===== src/rtl/sd_arb_pkg.sv =====
// Shared types and constants for the SD sector-read arbiter.
package sd_arb_pkg;

    typedef enum logic [1:0] {
        IDLE,
        START,
        XFER,
        RELEASE
    } state_t;

    localparam int SECTOR_BYTES = 512;
    localparam int ADDR_W       = 9;

endpackage


===== src/rtl/sd_sector_arbiter_rr_arbiter.sv =====
// Rotating-priority arbiter: grants the first set request after position i_last, wrapping.
module rr_arbiter #(
    parameter int N     = 3,
    parameter int IDX_W = (N > 1) ? $clog2(N) : 1
) (
    input  logic [N-1:0]     i_req,
    input  logic [IDX_W-1:0] i_last,
    output logic [N-1:0]     o_gnt,
    output logic [IDX_W-1:0] o_index
);

    logic [IDX_W-1:0] w_sel;

    // Scan from the farthest slot to the nearest so the nearest hit wins.
    always_comb begin
        o_gnt   = '0;
        o_index = '0;
        w_sel   = '0;
        for (int k = N; k >= 1; k--) begin
            w_sel = IDX_W'((int'(i_last) + k) % N);
            if (i_req[w_sel]) begin
                o_gnt        = '0;
                o_gnt[w_sel] = 1'b1;
                o_index      = w_sel;
            end
        end
    end

endmodule


===== src/rtl/sd_sector_arbiter.sv =====
// Shares the single sd_fat_reader sector port between NREQ requesters with
// round-robin grants, per-requester byte routing and a start-to-busy watchdog.
module sd_sector_arbiter
    import sd_arb_pkg::*;
#(
    parameter int NREQ      = 3,
    parameter int TIMEOUT_W = 20
) (
    input  logic                 i_clk,
    input  logic                 i_rstn,
    input  logic [NREQ-1:0]      i_req,
    input  logic [32*NREQ-1:0]   i_req_lba,
    output logic [NREQ-1:0]      o_ack,
    output logic [NREQ-1:0]      o_done,
    output logic [NREQ-1:0]      o_err,
    output logic [NREQ-1:0]      o_buf_strobe,
    output logic [ADDR_W-1:0]    o_buf_addr,
    output logic [7:0]           o_buf_data,
    output logic                 o_rstart,
    output logic [31:0]          o_rsector,
    input  logic                 i_rbusy,
    input  logic                 i_rdone,
    input  logic                 i_outen,
    input  logic [ADDR_W-1:0]    i_outaddr,
    input  logic [7:0]           i_outbyte,
    output logic                 o_active
);

    localparam int IDX_W = (NREQ > 1) ? $clog2(NREQ) : 1;

    state_t               r_state;
    logic [IDX_W-1:0]     r_last;
    logic [IDX_W-1:0]     r_grant;
    logic [NREQ-1:0]      r_gnt_oh;
    logic [TIMEOUT_W-1:0] r_wdog;
    logic                 r_rstart;
    logic [31:0]          r_rsector;
    logic [NREQ-1:0]      r_ack;
    logic [NREQ-1:0]      r_done;
    logic [NREQ-1:0]      r_err;
    logic                 r_rbusy_q;

    logic [NREQ-1:0]      w_gnt;
    logic [IDX_W-1:0]     w_idx;
    logic [31:0]          w_lba;
    logic [TIMEOUT_W-1:0] w_wdog_inc;

    rr_arbiter #(
        .N     (NREQ),
        .IDX_W (IDX_W)
    ) u_rr (
        .i_req   (i_req),
        .i_last  (r_last),
        .o_gnt   (w_gnt),
        .o_index (w_idx)
    );

    always_comb begin
        w_lba      = i_req_lba[32*int'(w_idx) +: 32];
        w_wdog_inc = r_wdog + 1'b1;
    end

    always_ff @(posedge i_clk or negedge i_rstn) begin
        if (!i_rstn) begin
            r_state   <= IDLE;
            r_last    <= IDX_W'(NREQ - 1);
            r_grant   <= '0;
            r_gnt_oh  <= '0;
            r_wdog    <= '0;
            r_rstart  <= 1'b0;
            r_rsector <= '0;
            r_ack     <= '0;
            r_done    <= '0;
            r_err     <= '0;
            r_rbusy_q <= 1'b0;
        end else begin
            r_done    <= '0;
            r_err     <= '0;
            r_rbusy_q <= i_rbusy;
            case (r_state)
                IDLE: begin
                    if (|i_req) begin
                        r_grant   <= w_idx;
                        r_gnt_oh  <= w_gnt;
                        r_rsector <= w_lba;
                        r_wdog    <= '0;
                        r_rstart  <= 1'b1;
                        r_state   <= START;
                    end
                end
                START: begin
                    if (i_rbusy) begin
                        r_wdog   <= '0;
                        r_rstart <= 1'b0;
                        r_ack    <= r_gnt_oh;
                        r_state  <= XFER;
                    end else begin
                        r_wdog <= w_wdog_inc;
                        // Card never went busy: give the port back rather than hang.
                        if (&w_wdog_inc) begin
                            r_err    <= r_gnt_oh;
                            r_rstart <= 1'b0;
                            r_state  <= RELEASE;
                        end
                    end
                end
                XFER: begin
                    // Busy falling without rdone is treated as completion too.
                    if (i_rdone || (r_rbusy_q && !i_rbusy)) begin
                        r_done  <= r_gnt_oh;
                        r_ack   <= '0;
                        r_state <= RELEASE;
                    end
                end
                RELEASE: begin
                    r_last <= r_grant;
                    if (!i_req[r_grant]) begin
                        r_state <= IDLE;
                    end
                end
                default: r_state <= IDLE;
            endcase
        end
    end

    always_comb begin
        o_buf_strobe = (r_state == XFER && i_outen) ? r_gnt_oh : '0;
        o_buf_addr   = i_outaddr;
        o_buf_data   = i_outbyte;
        o_ack        = r_ack;
        o_done       = r_done;
        o_err        = r_err;
        o_rstart     = r_rstart;
        o_rsector    = r_rsector;
        o_active     = (r_state != IDLE);
    end

endmodule


===== config.mk =====
export PLATFORM = sky130hd
export DESIGN_NAME = sd_sector_arbiter
export DESIGN_NICKNAME = d
export VERILOG_FILES = /design/src/rtl/sd_arb_pkg.sv /design/src/rtl/sd_sector_arbiter_rr_arbiter.sv /design/src/rtl/sd_sector_arbiter.sv
export SDC_FILE = /design/constraint.sdc
export NUM_CORES = 1
export LEC_CHECK = 0
export ABC_CLOCK_PERIOD_IN_PS = 3950
export BUFFER_PORTS_ARGS = -buffer_cell sky130_fd_sc_hd__buf_4
export CAP_MARGIN = 20
export CELL_PAD_IN_SITES_DETAIL_PLACEMENT = 0
export CELL_PAD_IN_SITES_GLOBAL_PLACEMENT = 1
export CORE_UTILIZATION = 40
export CTS_BUF_LIST = sky130_fd_sc_hd__clkbuf_4 sky130_fd_sc_hd__clkbuf_8
export DETAILED_ROUTE_END_ITERATION = 8
export PLACE_DENSITY = 0.95
export SLEW_MARGIN = 25
export SYNTH_ARGS = -nofsm -noshare
export SYNTH_HDL_FRONTEND = slang
export SYNTH_SLANG_ARGS = --single-unit
export TNS_END_PERCENT = 5

===== constraint.sdc =====
create_clock -name i_clk -period 3.95 [get_ports i_clk]
set_input_delay 0.79 -clock i_clk [delete_from_list [all_inputs] [get_ports i_clk]]
set_output_delay 0.79 -clock i_clk [all_outputs]
set_load 0.01 [all_outputs]

==> flow_summary.ini, run 1 <==
[worst_setup_path]
r2r-start = r_last[1]
rr_worst_depth = 8
worstSetupPathType = register to register
crit_path_cell_trace = inv_1 -> ha_1 -> maj3_1 -> o221ai_4 -> buf_4 -> mux2_2 -> mux2i_1 -> o21ai_0
critPathTopFamily = adder cells
path_max_fanout = 33
required_ns = 4.16
crit_buf_inv = 2
worstPathArrival_ns = 2.98
slowest_delay_ns = 0.55
start_kind = register
worst-path-stages = 8
endpoint_kind = register
slowest_stage = dfstp_2
cp-startpoint = r_last[1]

[logic_synthesis]
synth_cell_type_count = 57
yosysWarnings = 0
syn_nets = 622
avgSynthCellArea_um2 = 9.37
synth-edff-count = 0
ys_seq_area_share_pct = 39.2
synthFlopType = dfrtp_1
ys_ff_latch = 72
synth.cell_area_um2 = 4600
async_reset_ff_share_pct = 100
synthCells = 491

[floorplan]
core_area_um2 = 11000
dieArea_um2 = 11900
die_w_um = 109
start_util_pct = 41.7
die-height_um = 109
pin_count = 184
num_rows = 38

[cells_and_area]
syn_to_final_growth_pct = 27.2
diodes = 0
final.fill_count = 1021
drive_gt1_share_pct = 35.7
nNetsFinal = 739
final_cells = 753

[clocking]
post_cts_buffers = 0
clock_latency_ns = 0.36
cts.sinks = 72
cts_tree = built
clock-root-buffer = clkbuf_8
cts_resized = 0
clkTransAtPathRegs_ns = 0.08
cts_max_level = 3
hold_buffers = 0
clockBufferDepth = 2
cts_made_buffers = 9

[sta]
fin_ws_ns = 1.18
hold_viol = 0
skew_ns = 0.0180
fin_crit_ns = 2.77
worstMarginPinSlew_ns = 0.820
post-route-period-util_pct = 70.1
rsz0062_at_grt = no
relSlewSlack_pct = 45.1
setup_violations = 0
fmax_mhz = 361
tns_ns = 0
finalMaxSlewViolations = 0
hold_slack_ns = 0.330

[global_routing]
overflow = 0
grt_pass1_vias = 3933
globalRouteTotalUtil_pct = 19.9
antenna_found_initial = 0
grt_max_degree = 73
grt_pass1_wl_um = 18500

[detailed_routing]
via_per_inst = 5.32
wl_per_cell_um = 15.4
detail-route-antenna-nets = 0
remaining_drc_errors = 0
vias = 4008
totalWireLength_um = 11600
drtIter0Drc = 287
first_pass_iters = 4

[run_status]
status = completed

[power]
vdd_drop_max_mv = 0.335
leakagePower_nw = 2.85
pwr_density_cell_nw_per_um2 = 596

[min_path]
hold_path.class = input port to async pin

[placed_design]
place_ws_ns = 1.18
finalWeightedCongestion = 0.795
port_buffers = 149
dpl.cell_count = 736
hpwl_um = 8580

[run]
cap_violations = 0
cells by family after synthesis:
| kind of cell | Yosys count | synth area share (%) |
|---|---|---|
| multiplexers | 70 | 16.1 |
| adder cells (fa/ha/maj) | 11 | 2.94 |
| AND/OR/NAND/NOR | 146 | 17.0 |
| buffers and inverters | 63 | 8.02 |
| AO/OA/AOI/OAI | 126 | 16.2 |
| flip-flops | 72 | 39.2 |
| XOR/XNOR | 3 | 0.571 |
Yosys cell counts, types with 2 or more instances:
master    instances  area (um^2)
xnor2_1           3         26.3
nand4b_1          2         17.5
mux2i_1          38          380
a31oi_1          10         62.6
nand2b_1          6         37.5
and3_2            2         15.0
nor2_1           22         82.6
nand3b_1          4         30.0
mux2_2           32          360
o31ai_1           4         30.0
nor4_4            2         42.5
buf_2             7         35.0
nand4_1          10         62.6
clkbuf_8          2         27.5
ha_1             10          125
nand2_1          61          229
buf_4            21          158
a32oi_1           2         17.5
o211ai_1          5         37.5
nand4_4           2         42.5
o22ai_1           3         18.8
and3_1            6         37.5
a211oi_1          2         15.0
a21oi_1          10         50.1
dfrtp_1          71         1780
o21ai_0          79          395
nand3_1           7         35.0
nor3_1            7         35.0
inv_1            14         52.6
and2_1            4         25.0
clkbuf_1         16         60.1
nor2b_1           2         12.5
where the power goes:
part           total, mW  switching [mW]  internal, mW  leakage [nW]
sequential          1.14           0.168         0.976         0.937
combinational       1.79           0.956         0.837          1.83
clock              0.551           0.295         0.255        0.0856
total               3.49            1.42          2.07          2.85
final cells by class:
type / count / area, um^2 / share of cell area, %
repair buffers: 155 / 1180 / 20.2
clock inverters: 5 / 40.0 / 0.684
clock buffers: 11 / 145 / 2.48
flip-flops and latches: 72 / 1800 / 30.8
inverters: 14 / 52.6 / 0.898
multi-input cells: 356 / 2450 / 41.9
well taps: 140 / 175 / 2.99
final timing paths:
check / slack, ns / to
max in group asynchronous: 3.01 / r_last[1]
max reg2reg: 1.18 / o_rsector[21]
min in group i_clk: 0.49 / o_rsector[25]
min reg2reg: 0.49 / o_rsector[25]
min: 0.33 / o_rsector[20]
max: 1.18 / o_rsector[21]
sequential cells by signal (all words and copies together) (netlist names):
register   cells
o_rsector     32
r_wdog        20
o_ack          3
o_done         3
o_err          3
r_gnt_oh       3
r_grant        2
r_last         2
r_state        2
o_rstart       1
r_rbusy_q      1
worst register-to-register path, delay by kind of cell, from the launching register on:
family                   cells  cell delay, ns
flip-flops                   1            0.55
adder cells (fa/ha/maj)      2            0.74
buffers and inverters        2            0.48
AO/OA/AOI/OAI                2            0.27
multiplexers                 2            0.59
cells in the final DEF, fill, tap and decap left out, types with 5 or more instances in the layout:
| master | count |
|---|---|
| dfrtp_1 | 71 |
| nand3_1 | 7 |
| clkbuf_8 | 10 |
| nand2b_1 | 5 |
| buf_4 | 154 |
| mux2_2 | 32 |
| a21oi_1 | 10 |
| mux2i_1 | 38 |
| nand2_1 | 61 |
| nor3_1 | 7 |
| ha_1 | 10 |
| nor2_1 | 22 |
| nand4_1 | 10 |
| inv_1 | 14 |
| and3_1 | 6 |
| a31oi_1 | 10 |
| o211ai_1 | 5 |
| o21ai_0 | 79 |
layer usage:
metal | track usage, % | routed length, um
met2 | 33.9 | 5860
met3 | 3.71 | 559
met4 | 10.4 | 350
met1 | 23.8 | 4800
met5 | 0 | 0
through the flow:
| step | utilization, % | area, um^2 | total power, mW |
|---|---|---|---|
| after floorplan | - | 4600 | 2.31 |
| after global placement | 51.1 | 5640 | 2.90 |
| after detailed placement | 51.1 | 5640 | 2.97 |
| after CTS | 52.8 | 5820 | 3.52 |
| after global routing | 53.1 | 5850 | 3.76 |
| final | 53.1 | 5850 | 3.49 |
Power figures use the tool's default switching activity.
==> inputs of run 2 (changes only) <==
--- a/config.mk
+++ b/config.mk
@@ -5,15 +5,16 @@
 export SDC_FILE = /design/constraint.sdc
 export NUM_CORES = 1
 export LEC_CHECK = 0
-export ABC_CLOCK_PERIOD_IN_PS = 3950
+export ABC_AREA = 1
+export ABC_CLOCK_PERIOD_IN_PS = 2400
 export BUFFER_PORTS_ARGS = -buffer_cell sky130_fd_sc_hd__buf_4
 export CAP_MARGIN = 20
 export CELL_PAD_IN_SITES_DETAIL_PLACEMENT = 0
 export CELL_PAD_IN_SITES_GLOBAL_PLACEMENT = 1
-export CORE_UTILIZATION = 40
+export CORE_UTILIZATION = 31
 export CTS_BUF_LIST = sky130_fd_sc_hd__clkbuf_4 sky130_fd_sc_hd__clkbuf_8
 export DETAILED_ROUTE_END_ITERATION = 8
-export PLACE_DENSITY = 0.95
+export PLACE_DENSITY = 0.88
 export SLEW_MARGIN = 25
 export SYNTH_ARGS = -nofsm -noshare
 export SYNTH_HDL_FRONTEND = slang
==> constraint.sdc (replaced) <==
create_clock -name i_clk -period 2.4 [get_ports i_clk]
set_input_delay 0.48 -clock i_clk [delete_from_list [all_inputs] [get_ports i_clk]]
set_output_delay 0.48 -clock i_clk [all_outputs]
set_load 0.01 [all_outputs]
==> run 2 against run 1 <==
- largest cell class unchanged
- register-to-register slack worse by 1.0 ns
- final area increased by 4.2%
- clock-buffer cell count grew 1
- worst setup slack worse by 1.0 ns
- power up 120%
- non-clock buffer count increased by 14
- largest power group unchanged
- highest routed layer unchanged
- maximum frequency increased by 25%
- core utilization down 11 points
- cell count grew 29%
==> flow_summary.ini, run 2 <==
[cells_and_area]
drive_gt1_share_pct = 29.9
syn_to_final_growth_pct = 32.9
stdcell_area_um2 = 6100
nNetsFinal = 914
post-route-util_pct = 42.1
largest_reg_flops = 32
final_cell_mix = nand2_1 (238), buf_4 (165), dfrtp_1 (71)
final_common_cell = nand2_1
diodes = 0

[logic_synthesis]
synth.most_common_cell = nand2_1
synth_area_leaders = dfrtp_1 (39%), nand2_1 (19%), nand3_1 (7.5%)
synthCells = 643
synth_top_area_share_pct = 38.7
synth-edff-count = 0
synthFlopType = dfrtp_1
avgSynthCellArea_um2 = 7.14
ys_seq_area_share_pct = 39.3
synth.cell_area_um2 = 4590
synth_cell_type_count = 38
async_reset_ff_share_pct = 100
ys_ff_latch = 72
post-synth-top-area-cell = dfrtp_1
yosysWarnings = 0
syn_nets = 774
synth_common_cells = nand2_1 (238), dfrtp_1 (71), nand3_1 (69), inv_1 (57)

[global_routing]
antenna_found_initial = 0
overflow = 0
grt_pass1_wl_um = 21500
grt_max_degree = 38
grt_pass1_vias = 4382
globalRouteTotalUtil_pct = 18.2

[clocking]
cts_max_level = 3
hold_buffers = 0
clockBufferDepth = 2
clock_latency_ns = 0.35
clkTransAtPathRegs_ns = 0.08
cts_made_buffers = 9
clock-root-buffer = clkbuf_8
cts.sinks = 72
cts_tree = built

[detailed_routing]
vias = 4605
detail-route-antenna-nets = 0
first_pass_iters = 5
via_per_inst = 4.74
remaining_drc_errors = 0
wl_per_cell_um = 13.7
totalWireLength_um = 13300
drtIter0Drc = 192

[placed_design]
port_buffers = 149
dpl_cell_area_um2 = 5830
hpwl_um = 9910
finalWeightedCongestion = 0.836

[sta]
worstMarginPinSlew_ns = 0.530
tns_ns = 0
rsz0062_at_grt = no
post-route-period-util_pct = 92.4
fin_crit_ns = 2.22
skew_ns = 0.00902
finalMaxSlewViolations = 0
fmax_mhz = 451
setup_violations = 0
relSlewSlack_pct = 64.4
hold_viol = 0

[floorplan]
dieArea_um2 = 15300
num_rows = 44
die_w_um = 124
die-height_um = 124
core_area_um2 = 14500
start_util_pct = 31.7
pin_count = 184

[worst_setup_path]
r2r_slack_ns = 0.18
required_ns = 2.65
slowest_stage = dfstp_2
r2r-start = r_last[1]
crit_path_cell_trace = inv_1 -> ha_1 -> inv_1 -> nand2_1 -> nand2_2 -> inv_2 -> nand2_1 -> nand2_4 -> buf_4 -> or2_2 -> o211ai_2 -> nand2_1
worstSetupPathType = register to register
path_max_fanout = 12
crit_top_cell = nand2_1
slowest_delay_ns = 0.57
start_kind = register
r2r-end = o_rsector[3]
worstPathArrival_ns = 2.46
rr_worst_depth = 12
endpoint_kind = register

[power]
vdd_drop_max_mv = 0.877
pwr_density_cell_nw_per_um2 = 1270
leakagePower_nw = 3.15

[min_path]
hold_path.class = input port to async pin

[run]
cap_violations = 0

[run_status]
status = completed
## run 2: cell count changes after synthesis, moves of 7 or more
cell      previous run  this run
a31oi_1             10         2
clkbuf_1            16         9
inv_1               14        57
mux2_2              32         0
mux2i_1             38         0
nand2_1             61       238
nand2_2              0        13
nand3_1              7        69
nand3_2              1        10
nor2_1              22        36
o21ai_0             79        36
## run 2: power breakdown
group,internal [mW],total [mW],switching (mW)
Sequential,1.63,1.86,0.236
Clock,0.444,0.928,0.485
Combinational,1.99,4.96,2.97
Total,4.06,7.75,3.69
## run 2: worst max-delay path by stage
stage	from	endpoint	slack [ns]	cells after the start
3_3_place_gp	r_last[1]	o_rsector[16]	0.10	12
3_5_place_dp	r_last[0]	o_rsector[28]	0.04	14
2_1_floorplan	r_last[1]	o_rsector[18]	0.33	15
4_1_cts	r_last[0]	o_rsector[28]	0.01	14
5_1_grt	r_last[1]	o_rsector[11]	0.002	14
6_report	r_last[1]	o_rsector[3]	0.18	12
## run 2: per-layer routing
layer,vias to the layer above,routed length [um],GRT usage (%)
met3,19,1080,5.72
met4,0,197,5.35
met5,-,0,0
li1,2324,-,-
met2,164,6280,29.6
met1,2098,5760,23.0
## run 2: per-stage QoR
step / power [mW] / instances / setup WS (ns) / hold slack (ns)
after global routing: 8.52 / 972 / 0.00201 / 0.102
after floorplan: 5.13 / 643 / 0.326 / 0.184
final: 7.75 / 972 / 0.181 / 0.0896
after CTS: 7.64 / 968 / 0.0131 / 0.0796
after detailed placement: 6.67 / 952 / 0.0353 / 0.471
after global placement: 6.63 / 952 / 0.102 / 0.465
## run 2: final cells by class
type | instances | area, um^2
Clock buffer | 12 | 159
Clock inverter | 4 | 28.8
Fill cell | 1515 | 8380
Inverter | 62 | 235
Multi-Input combinational cell | 469 | 2320
Sequential cell | 72 | 1800
Tap cell | 184 | 230
Timing Repair Buffer | 169 | 1320
## run 2: critical path, delay by kind of cell, from the launching register on
| family | cells | cell delay [ns] |
|---|---|---|
| compound gates | 1 | 0.07 |
| flops | 1 | 0.57 |
| buf+inv | 4 | 0.42 |
| simple gates | 6 | 0.79 |
| fa+ha+maj | 1 | 0.25 |
## run 2: logic make-up after synthesis
logic type	Yosys count	share of synthesized area, %
buf+inv	102	11.2
fa+ha+maj	10	2.73
simple gates	386	37.0
xor+xnor	2	0.382
compound gates	71	9.41
flops	72	39.3
## run 2: what timing repair did
item / CTS / global route
buffers inserted: 0 / 4
setup endpoints to repair: 0 / 36
gates resized for setup: 0 / 11
==> inputs of run 3 (changes only) <==
--- a/config.mk
+++ b/config.mk
@@ -14,6 +14,8 @@
 export CORE_UTILIZATION = 31
 export CTS_BUF_LIST = sky130_fd_sc_hd__clkbuf_4 sky130_fd_sc_hd__clkbuf_8
 export DETAILED_ROUTE_END_ITERATION = 8
+export GPL_TIMING_DRIVEN = 0
+export MAX_ROUTING_LAYER = met4
 export PLACE_DENSITY = 0.88
 export SLEW_MARGIN = 25
 export SYNTH_ARGS = -nofsm -noshare
==> run 3 against run 2 <==
- the run now ends with negative hold slack left
- critical path depth is 2 higher
- global-route usage is 1.1 points higher
- sequential share of layout area is 1.2 points lower
- core utilization is 1.8 points higher
- worst hold slack worse by 0.093 ns
- worst setup slack worse by 0.074 ns
- via count is 1.2% higher
- sequential cell count stayed put
- clock power hardly changed
- cell count is 4.3% higher
- clock-buffer cell count stayed put
- critical path type unchanged
==> flow_summary.ini, run 3 (synthesized netlist as in run 2, its figures left out) <==
[run_status]
status = complete, but fails checks
violations = negative hold slack

[placed_design]
dpl.cell_count = 993
port_buffers = 166
finalWeightedCongestion = 0.846
hpwl_um = 10400

[clocking]
clock_latency_ns = 0.35
clockBufferDepth = 2
cts_max_level = 3
clock-root-buffer = clkbuf_8
cts_made_buffers = 9
cts.sinks = 72
clkTransAtPathRegs_ns = 0.09
cts_tree = built

[worst_setup_path]
slowest_delay_ns = 0.57
slowest_stage = dfstp_2
crit_top_cell = nand2_1
crit_buf_inv = 4
endpoint_kind = register
required_ns = 2.64
start_kind = register
worstPathArrival_ns = 2.53
path_max_fanout = 10
worstSetupPathType = register to register
crit_path_cell_trace = ha_4 -> inv_2 -> a21oi_2 -> o21bai_2 -> nand2_1 -> nand3_1 -> nand2_4 -> inv_2 -> buf_6 -> buf_6 -> nand2_1 -> nand2_1 -> nand2_2 -> nand3_2
critPathTopFamily = simple AND/OR/NAND/NOR gates

[sta]
hold_slack_ns = -0.00302
finalMaxSlewViolations = 0
fin_crit_ns = 2.29
hold_viol = 3
fmax_mhz = 436
tns_ns = 0
relSlewSlack_pct = 60.7
post-route-period-util_pct = 95.5
skew_ns = 0.00914
setup_violations = 0
rsz0062_at_grt = yes
worstMarginPinSlew_ns = 0.586

[cells_and_area]
diodes = 0
largest_reg_flops = 32
nNetsFinal = 956
syn_to_final_growth_pct = 38.4
final_cells = 1014
final_common_cell = nand2_1
final.fill_count = 1530
drive_gt1_share_pct = 32.0
final_cell_mix = nand2_1 (238), buf_4 (187), dfrtp_1 (71)

[floorplan]
pin_count = 184
dieArea_um2 = 15300
die-height_um = 124
die_w_um = 124
core_area_um2 = 14500
start_util_pct = 31.7
num_rows = 44

[power]
vdd_drop_max_mv = 0.683
pwr_density_cell_nw_per_um2 = 1230
leakagePower_nw = 3.32
power_mw = 7.84

[detailed_routing]
first_pass_iters = 5
vias = 4658
totalWireLength_um = 13700
detail-route-antenna-nets = 0
via_per_inst = 4.59
drtIter0Drc = 195
remaining_drc_errors = 0
wl_per_cell_um = 13.5

[min_path]
hold_path.class = input port to async pin

[global_routing]
globalRouteTotalUtil_pct = 19.3
grt_pass1_wl_um = 21900
overflow = 0
antenna_found_initial = 0
grt_pass1_vias = 4399
grt_max_degree = 73

[run]
cap_violations = 0
[run 3: final cells by class]
type                       count  area (um^2)  area share (%)
tap                          184          230            3.62
timing repair buffer         171         1320            20.7
multi-input combinational    469         2300            36.2
sequential                    72         1800            28.4
buffer                        40          282            4.43
clock buffer                  12          159            2.50
inverter                      62          235            3.70
clock inverter                 4         28.8           0.453
[run 3: worst paths after layout]
| check | startpoint | to | slack (ns) | cells after the start |
|---|---|---|---|---|
| max in group asynchronous | i_rstn | r_last[1] | 1.82 | 2 |
| worst min-delay path | i_rstn | r_wdog[19] | -0.003 | 1 |
| min in group i_clk | i_rbusy | r_rbusy_q | 0.26 | 1 |
| worst min register to register | o_ack[2] | o_ack[2] | 0.49 | 2 |
| worst max-delay path | r_last[1] | o_rsector[23] | 0.11 | 14 |
| worst max register to register | r_last[1] | o_rsector[23] | 0.11 | 14 |
[run 3: stage by stage]
| stage | setup slack (ns) | area, um^2 | utilization (%) |
|---|---|---|---|
| after floorplan | 0.326 | 4590 | - |
| after global placement | -0.0333 | 6070 | 41.9 |
| after detailed placement | -0.0242 | 6070 | 41.9 |
| after CTS | -0.0204 | 6260 | 43.2 |
| after global routing | -0.0318 | 6350 | 43.9 |
| final | 0.107 | 6350 | 43.9 |
[run 3: routing by layer]
metal / track usage [%] / part of all wire [%] / up-vias
met5: - / 0 / -
met1: 25.3 / 46 / 2100
met3: 3.85 / 6.4 / 8
met4: 4.52 / 0.85 / 0
met2: 30.5 / 47 / 144
li1: - / - / 2406
[run 3: power by group]
group          internal, mW  switching (mW)  total [mW]
Clock                 0.444           0.484       0.928
Combinational          1.99            3.07        5.05
Sequential             1.63           0.230        1.86
[run 3: what timing repair did]
item                                   CTS  global route
gates resized for setup                  1             8
hold buffers                             0             0
setup endpoints to repair                3            50
endpoints found under the hold margin    0             0
pin swaps                                0             2
setup buffers                            0             4
